### config.mk
export PLATFORM = sky130hd
export DESIGN_NAME = hilo_muldiv_unit_flat
export DESIGN_NICKNAME = d
export VERILOG_FILES = /design/src/rtl/hilo_muldiv_if.sv /design/src/rtl/hilo_muldiv_unit.sv /design/src/flat_wrapper.sv
export SDC_FILE = /design/constraint.sdc
export NUM_CORES = 1
export LEC_CHECK = 0
export CORE_MARGIN = 3
export CORE_UTILIZATION = 59
export CTS_CLUSTER_DIAMETER = 200
export DETAILED_ROUTE_END_ITERATION = 10
export PLACE_DENSITY = 0.82
export SLEW_MARGIN = 10
export SYNTH_ARGS = -nofsm -noshare
export SYNTH_HDL_FRONTEND = slang
export SYNTH_SLANG_ARGS = --single-unit
### constraint.sdc
create_clock -name clk -period 4.1 [get_ports clk]
set_input_delay 0.82 -clock clk [delete_from_list [all_inputs] [get_ports clk]]
set_output_delay 0.82 -clock clk [all_outputs]
set_load 0.01 [all_outputs]
### src/rtl/hilo_muldiv_if.sv
// Request/response bundle between decode/execute and the HI/LO mul/div unit.
// master drives requests and MT* writes, slave returns busy/done and HI/LO.
interface hilo_muldiv_if #(
    parameter int WIDTH = 32
);
    logic             i_valid;
    logic             i_div;
    logic             i_sign;
    logic [WIDTH-1:0] i_src1;
    logic [WIDTH-1:0] i_src2;
    logic             i_hi_we;
    logic             i_lo_we;
    logic [WIDTH-1:0] i_wdata;
    logic             i_flush;
    logic             o_busy;
    logic             o_done;
    logic [WIDTH-1:0] o_hi;
    logic [WIDTH-1:0] o_lo;

    modport master (
        output i_valid, i_div, i_sign, i_src1, i_src2,
        output i_hi_we, i_lo_we, i_wdata, i_flush,
        input  o_busy, o_done, o_hi, o_lo
    );

    modport slave (
        input  i_valid, i_div, i_sign, i_src1, i_src2,
        input  i_hi_we, i_lo_we, i_wdata, i_flush,
        output o_busy, o_done, o_hi, o_lo
    );
endinterface

### src/rtl/hilo_muldiv_unit.sv
// Iterative shift-add multiplier / restoring divider owning HI and LO.
// One bit per cycle; sign fix-up in a final cycle before HI/LO update.
module hilo_muldiv_unit #(
    parameter int WIDTH = 32
) (
    input  logic         clk,
    input  logic         rst_n,
    hilo_muldiv_if.slave bus
);
    localparam int CW = $clog2(WIDTH);

    localparam logic [1:0] S_IDLE = 2'd0;
    localparam logic [1:0] S_MUL  = 2'd1;
    localparam logic [1:0] S_DIV  = 2'd2;
    localparam logic [1:0] S_FIX  = 2'd3;

    logic [1:0]         state;
    logic [CW-1:0]      cnt;
    logic               is_div;
    logic               s1;
    logic               s2;
    logic [WIDTH-1:0]   a;
    logic [2*WIDTH-1:0] p;
    logic [WIDTH:0]     r;
    logic [WIDTH-1:0]   hi;
    logic [WIDTH-1:0]   lo;
    logic               done;

    logic               neg1;
    logic               neg2;
    logic [WIDTH-1:0]   abs1;
    logic [WIDTH-1:0]   abs2;
    logic [WIDTH:0]     sum;
    logic [2*WIDTH-1:0] p_mul;
    logic [WIDTH:0]     r_sh;
    logic [WIDTH:0]     diff;
    logic               q_bit;
    logic [WIDTH:0]     r_div;
    logic [2*WIDTH-1:0] p_div;
    logic [2*WIDTH-1:0] prod_fix;
    logic [WIDTH-1:0]   quo_fix;
    logic [WIDTH-1:0]   rem_fix;
    logic               last;

    // Operand magnitudes and the per-step mul/div datapath.
    always_comb begin
        neg1  = bus.i_sign & bus.i_src1[WIDTH-1];
        neg2  = bus.i_sign & bus.i_src2[WIDTH-1];
        abs1  = neg1 ? -bus.i_src1 : bus.i_src1;
        abs2  = neg2 ? -bus.i_src2 : bus.i_src2;
        sum   = {1'b0, p[2*WIDTH-1:WIDTH]} + (p[0] ? {1'b0, a} : '0);
        p_mul = {sum, p[WIDTH-1:1]};
        r_sh  = {r[WIDTH-1:0], p[WIDTH-1]};
        diff  = r_sh - {1'b0, a};
        q_bit = ~diff[WIDTH];
        r_div = q_bit ? diff : r_sh;
        p_div = {p[2*WIDTH-1:WIDTH], p[WIDTH-2:0], q_bit};
        last  = (cnt == CW'(WIDTH - 1));
    end

    // Sign correction applied in the FIX cycle; divide by zero forces LO to all-ones.
    always_comb begin
        prod_fix = (s1 ^ s2) ? -p : p;
        if (a == '0)
            quo_fix = '1;
        else
            quo_fix = (s1 ^ s2) ? -p[WIDTH-1:0] : p[WIDTH-1:0];
        rem_fix = s1 ? -r[WIDTH-1:0] : r[WIDTH-1:0];
    end

    // Control FSM, iteration registers, HI/LO and the done pulse.
    always_ff @(posedge clk or negedge rst_n) begin
        if (!rst_n) begin
            state  <= S_IDLE;
            cnt    <= '0;
            is_div <= 1'b0;
            s1     <= 1'b0;
            s2     <= 1'b0;
            a      <= '0;
            p      <= '0;
            r      <= '0;
            hi     <= '0;
            lo     <= '0;
            done   <= 1'b0;
        end else begin
            done <= 1'b0;
            unique case (state)
                S_IDLE: begin
                    if (bus.i_hi_we) hi <= bus.i_wdata;
                    if (bus.i_lo_we) lo <= bus.i_wdata;
                    if (bus.i_valid && !bus.i_flush) begin
                        cnt    <= '0;
                        is_div <= bus.i_div;
                        s1     <= neg1;
                        s2     <= neg2;
                        r      <= '0;
                        a      <= bus.i_div ? abs2 : abs1;
                        p      <= {{WIDTH{1'b0}}, bus.i_div ? abs1 : abs2};
                        state  <= bus.i_div ? S_DIV : S_MUL;
                    end
                end
                S_MUL, S_DIV: begin
                    if (bus.i_flush) begin
                        state <= S_IDLE;
                    end else begin
                        if (state == S_MUL) begin
                            p <= p_mul;
                        end else begin
                            p <= p_div;
                            r <= r_div;
                        end
                        cnt <= cnt + 1'b1;
                        if (last) state <= S_FIX;
                    end
                end
                S_FIX: begin
                    state <= S_IDLE;
                    if (!bus.i_flush) begin
                        done <= 1'b1;
                        if (is_div) begin
                            hi <= rem_fix;
                            lo <= quo_fix;
                        end else begin
                            hi <= prod_fix[2*WIDTH-1:WIDTH];
                            lo <= prod_fix[WIDTH-1:0];
                        end
                    end
                end
                default: state <= S_IDLE;
            endcase
        end
    end

    assign bus.o_busy = (state != S_IDLE);
    assign bus.o_done = done;
    assign bus.o_hi   = hi;
    assign bus.o_lo   = lo;
endmodule
### src/flat_wrapper.sv
// flat-port wrapper written by rule: the top's interface ports become plain ports
module hilo_muldiv_unit_flat 
#(
    parameter int WIDTH = 32
)
  (clk, rst_n, bus_i_valid, bus_i_div, bus_i_sign, bus_i_src1, bus_i_src2, bus_i_hi_we, bus_i_lo_we, bus_i_wdata, bus_i_flush, bus_o_busy, bus_o_done, bus_o_hi, bus_o_lo);
  hilo_muldiv_if #(.WIDTH(WIDTH)) bus_i ();
  input  logic clk;
  input  logic rst_n;
  input wire logic [$bits(bus_i.i_valid)-1:0] bus_i_valid;
  input wire logic [$bits(bus_i.i_div)-1:0] bus_i_div;
  input wire logic [$bits(bus_i.i_sign)-1:0] bus_i_sign;
  input wire logic [$bits(bus_i.i_src1)-1:0] bus_i_src1;
  input wire logic [$bits(bus_i.i_src2)-1:0] bus_i_src2;
  input wire logic [$bits(bus_i.i_hi_we)-1:0] bus_i_hi_we;
  input wire logic [$bits(bus_i.i_lo_we)-1:0] bus_i_lo_we;
  input wire logic [$bits(bus_i.i_wdata)-1:0] bus_i_wdata;
  input wire logic [$bits(bus_i.i_flush)-1:0] bus_i_flush;
  output wire logic [$bits(bus_i.o_busy)-1:0] bus_o_busy;
  output wire logic [$bits(bus_i.o_done)-1:0] bus_o_done;
  output wire logic [$bits(bus_i.o_hi)-1:0] bus_o_hi;
  output wire logic [$bits(bus_i.o_lo)-1:0] bus_o_lo;
  assign bus_i.i_valid = bus_i_valid;
  assign bus_i.i_div = bus_i_div;
  assign bus_i.i_sign = bus_i_sign;
  assign bus_i.i_src1 = bus_i_src1;
  assign bus_i.i_src2 = bus_i_src2;
  assign bus_i.i_hi_we = bus_i_hi_we;
  assign bus_i.i_lo_we = bus_i_lo_we;
  assign bus_i.i_wdata = bus_i_wdata;
  assign bus_i.i_flush = bus_i_flush;
  assign bus_o_busy = bus_i.o_busy;
  assign bus_o_done = bus_i.o_done;
  assign bus_o_hi = bus_i.o_hi;
  assign bus_o_lo = bus_i.o_lo;
  hilo_muldiv_unit #(.WIDTH(WIDTH)) u_core (.clk(clk), .rst_n(rst_n), .bus(bus_i));
endmodule
==> results.cfg <==
[outcome]
outcome = complete, no violations

[drt]
route.detailed.drc = 0
via_per_inst = 6.686
drtAntennaViolNets = 0
firstDrtPassIters = 5
vias = 18606
drt_iter0_drc = 2096
drt_wl_total_um = 64970
wl_per_cell_um = 23.35

[setup_path]
crit_path_cell_trace = nor4_1, and2_1, nand3_1, nor3_1, mux2i_1, o41ai_1, buf_4, mux2i_1, o21ai_0
cp_data_arrival_time_ns = 4.11
slowest_stage = nor4_1
critPathCaptureType = flop
critPathMaxStageDelay_ns = 1.01
crit_path_start_kind = flop
worstSetupPathType = reg -> reg
required_ns = 4.56
path_max_fanout = 7
crit_top_cell = mux2i_1

[yosys]
synth_area_um2 = 17350
synth-edff-count = 0
ys.flop_type = dfrtp_1
ys_seq_area_frac = 0.2927
synth_seq_cells = 203
netlist-cell-type-count = 76
synthArstFlopShare = 1.000
syn_avg_cell_area_um2 = 7.720
yosysWarnings = 0
syn_inst = 2248
synth_nets = 2428

[global_route]
grt_max_degree = 102
grt-ovfl-total = 0
grt_antenna_before_repair = 1
grtUsageTotal = 0.4027
grt_pass1_wl_um = 99280
grt_pass1_vias = 17821

[layout]
syn_to_final_growth_pct = 18.02
drive_gt1_frac = 0.07086
layout.nets = 2562
diodes = 0
instances_no_fill = 2783
final_common_cell = nand2_1
final_cell_mix = nand2_1 (266), o21ai_0 (231), dfrtp_1 (203)

[timing]
max_freq_ghz = 0.2740
finalSetupViolCount = 0
setup_tns_ns = 0
period_needed_ns = 3.650
rsz0062_at_grt = false
relSlewSlack = 0.1693
fin_crit_sh = 0.8902
max_slew.worst_pin.slew_ns = 1.235
hold_viol = 0
drv_slew = 0
finalClockSkew_ns = 0.02453

[power_and_ir_drop]
p_leak_nw = 8.857
vdd_drop_max_mv = 0.5511
power_density_nw_per_um2 = 815.7
finalPower_mw = 16.71

[place]
dp_cells = 2741
io_buffers = 169
place_hpwl_um = 50530
gp_congestion = 1.027

[clock_network]
cts_htree_levels = 1
cts_buffers = 23
postCtsSetupBuffers = 0
cts.sinks = 203
cts.path.max_buffers = 3
clock_latency_ns = 0.54
post_cts_resized = 0
clk_pin_slew_worst_paths_ns = 0.06
clockRootBuffer = clkbuf_16
cts_hold_buf = 0
cts_tree = built

[floorplan]
coreArea_um2 = 28860
die_w_um = 177.5
start_util = 0.6014
die_area_um2 = 31510
rows = 62
die_h_um = 177.5
num_io_pins = 170

[run]
cap_viol_max_count = 0

[hold_path]
min_path_type = in -> async
-- critical path: cells and delay by family, from the launching register on --
kind                   cells  cell delay (ns)
AND/OR/NAND/NOR            4             1.96
AO/OA/AOI/OAI              2             0.63
flip-flops                 1             0.55
multiplexers               2             0.23
buffers and inverters      1             0.22
-- metrics by stage --
step / worst slack [ns] / utilization / hold WS (ns) / cell area, um^2
finish: 0.4504 / 0.7098 / 0.3606 / 20480
CTS: 0.5234 / 0.7098 / 0.3977 / 20480
floorplan: 0.6480 / - / 0.4497 / 17350
detailed placement: 0.08660 / 0.6822 / 0.4565 / 19690
global placement: 0.1276 / 0.6822 / 0.4516 / 19690
global route: 0.2009 / 0.7098 / 0.4305 / 20480
-- path summary, 6_finish.rpt --
check / start / slack (ns) / depth (start not counted) / to
max reg2reg: u_core.p[17] / 0.45 / 9 / u_core.bus.o_hi[13]
max in group asynchronous: rst_n / 2.92 / 2 / u_core.bus.o_hi[25]
min: rst_n / 0.36 / 1 / u_core.bus.o_lo[6]
max: u_core.p[17] / 0.45 / 9 / u_core.bus.o_hi[13]
min reg2reg: u_core.bus.o_hi[29] / 0.47 / 2 / u_core.bus.o_hi[29]
min in group clk: u_core.bus.o_hi[29] / 0.47 / 2 / u_core.bus.o_hi[29]
-- synth_stat cells, types with 8 or more instances --
cell / count / area, um^2
clkbuf_1: 134 / 503.0
nor3b_1: 11 / 82.58
o221ai_1: 8 / 70.07
nor2b_1: 8 / 50.05
nor2_1: 194 / 728.2
o31ai_1: 45 / 337.8
ha_1: 74 / 925.9
or3_1: 25 / 156.4
inv_1: 78 / 292.8
nand2_1: 266 / 998.5
o21a_1: 15 / 112.6
o41ai_1: 15 / 131.4
and3_1: 22 / 137.6
o211ai_1: 19 / 142.6
a31oi_1: 20 / 125.1
mux2i_1: 35 / 350.3
or2_2: 9 / 56.30
a21o_1: 34 / 255.2
mux2_2: 24 / 270.3
o311ai_0: 20 / 175.2
o22ai_1: 36 / 225.2
and2_1: 14 / 87.58
nand4_1: 16 / 100.1
nor3_1: 59 / 295.3
dfrtp_1: 203 / 5080
xnor2_1: 88 / 770.7
o21ai_0: 233 / 1166
nor4_1: 28 / 175.2
a21oi_1: 178 / 890.9
nand3_1: 59 / 295.3
nand2b_1: 18 / 112.6
or4_1: 19 / 142.6
xor2_1: 94 / 823.3
a211oi_1: 29 / 217.7
-- routing by layer --
metal	vias to the layer above	GRT usage	wire length [um]
li1	8480	-	-
met1	8760	0.5234	25530
met2	1134	0.6225	27970
met3	230	0.09692	7579
met4	2	0.2111	3882
met5	-	0	16
-- power by group --
| part | internal [mW] | total [mW] | switching (mW) |
|---|---|---|---|
| combinational | 4.02 | 10.7 | 6.72 |
| sequential | 2.81 | 3.74 | 0.921 |
| clock | 1.35 | 2.24 | 0.890 |
| total | 8.18 | 16.7 | 8.53 |
-- area by class of cell --
type	count	area, um^2
Clock buffer	33	643.1
Inverter	81	304.0
Fill cell	2398	8376
Sequential cell	203	5080
Tap cell	384	480.5
Multi-Input combinational cell	1823	11470
Clock inverter	9	152.6
Timing Repair Buffer	250	2349
-- flip-flops by register name, summed over array words and instances, names as in the netlist --
| name | cells |
|---|---|
| u_core.p | 64 |
| u_core.r | 32 |
| u_core.cnt | 5 |
| u_core.a | 32 |
| u_core.state | 2 |
| u_core.s2 | 1 |
| u_core.bus.o_done | 1 |
| u_core.bus.o_hi | 32 |
| u_core.s1 | 1 |
| u_core.bus.o_lo | 32 |
| u_core.is_div | 1 |
-- kinds of logic after synthesis --
kind of cell,count (synthesis),synth area share
buffers and inverters,222,0.04802
xor gates and xnor gates,182,0.09185
muxes,59,0.03576
and+or+nand+nor,772,0.2104
adders and majority gates,76,0.05566
AOI/OAI and AO/OA,734,0.2656
DFF,203,0.2927
(Power assumes the default switching activity.)
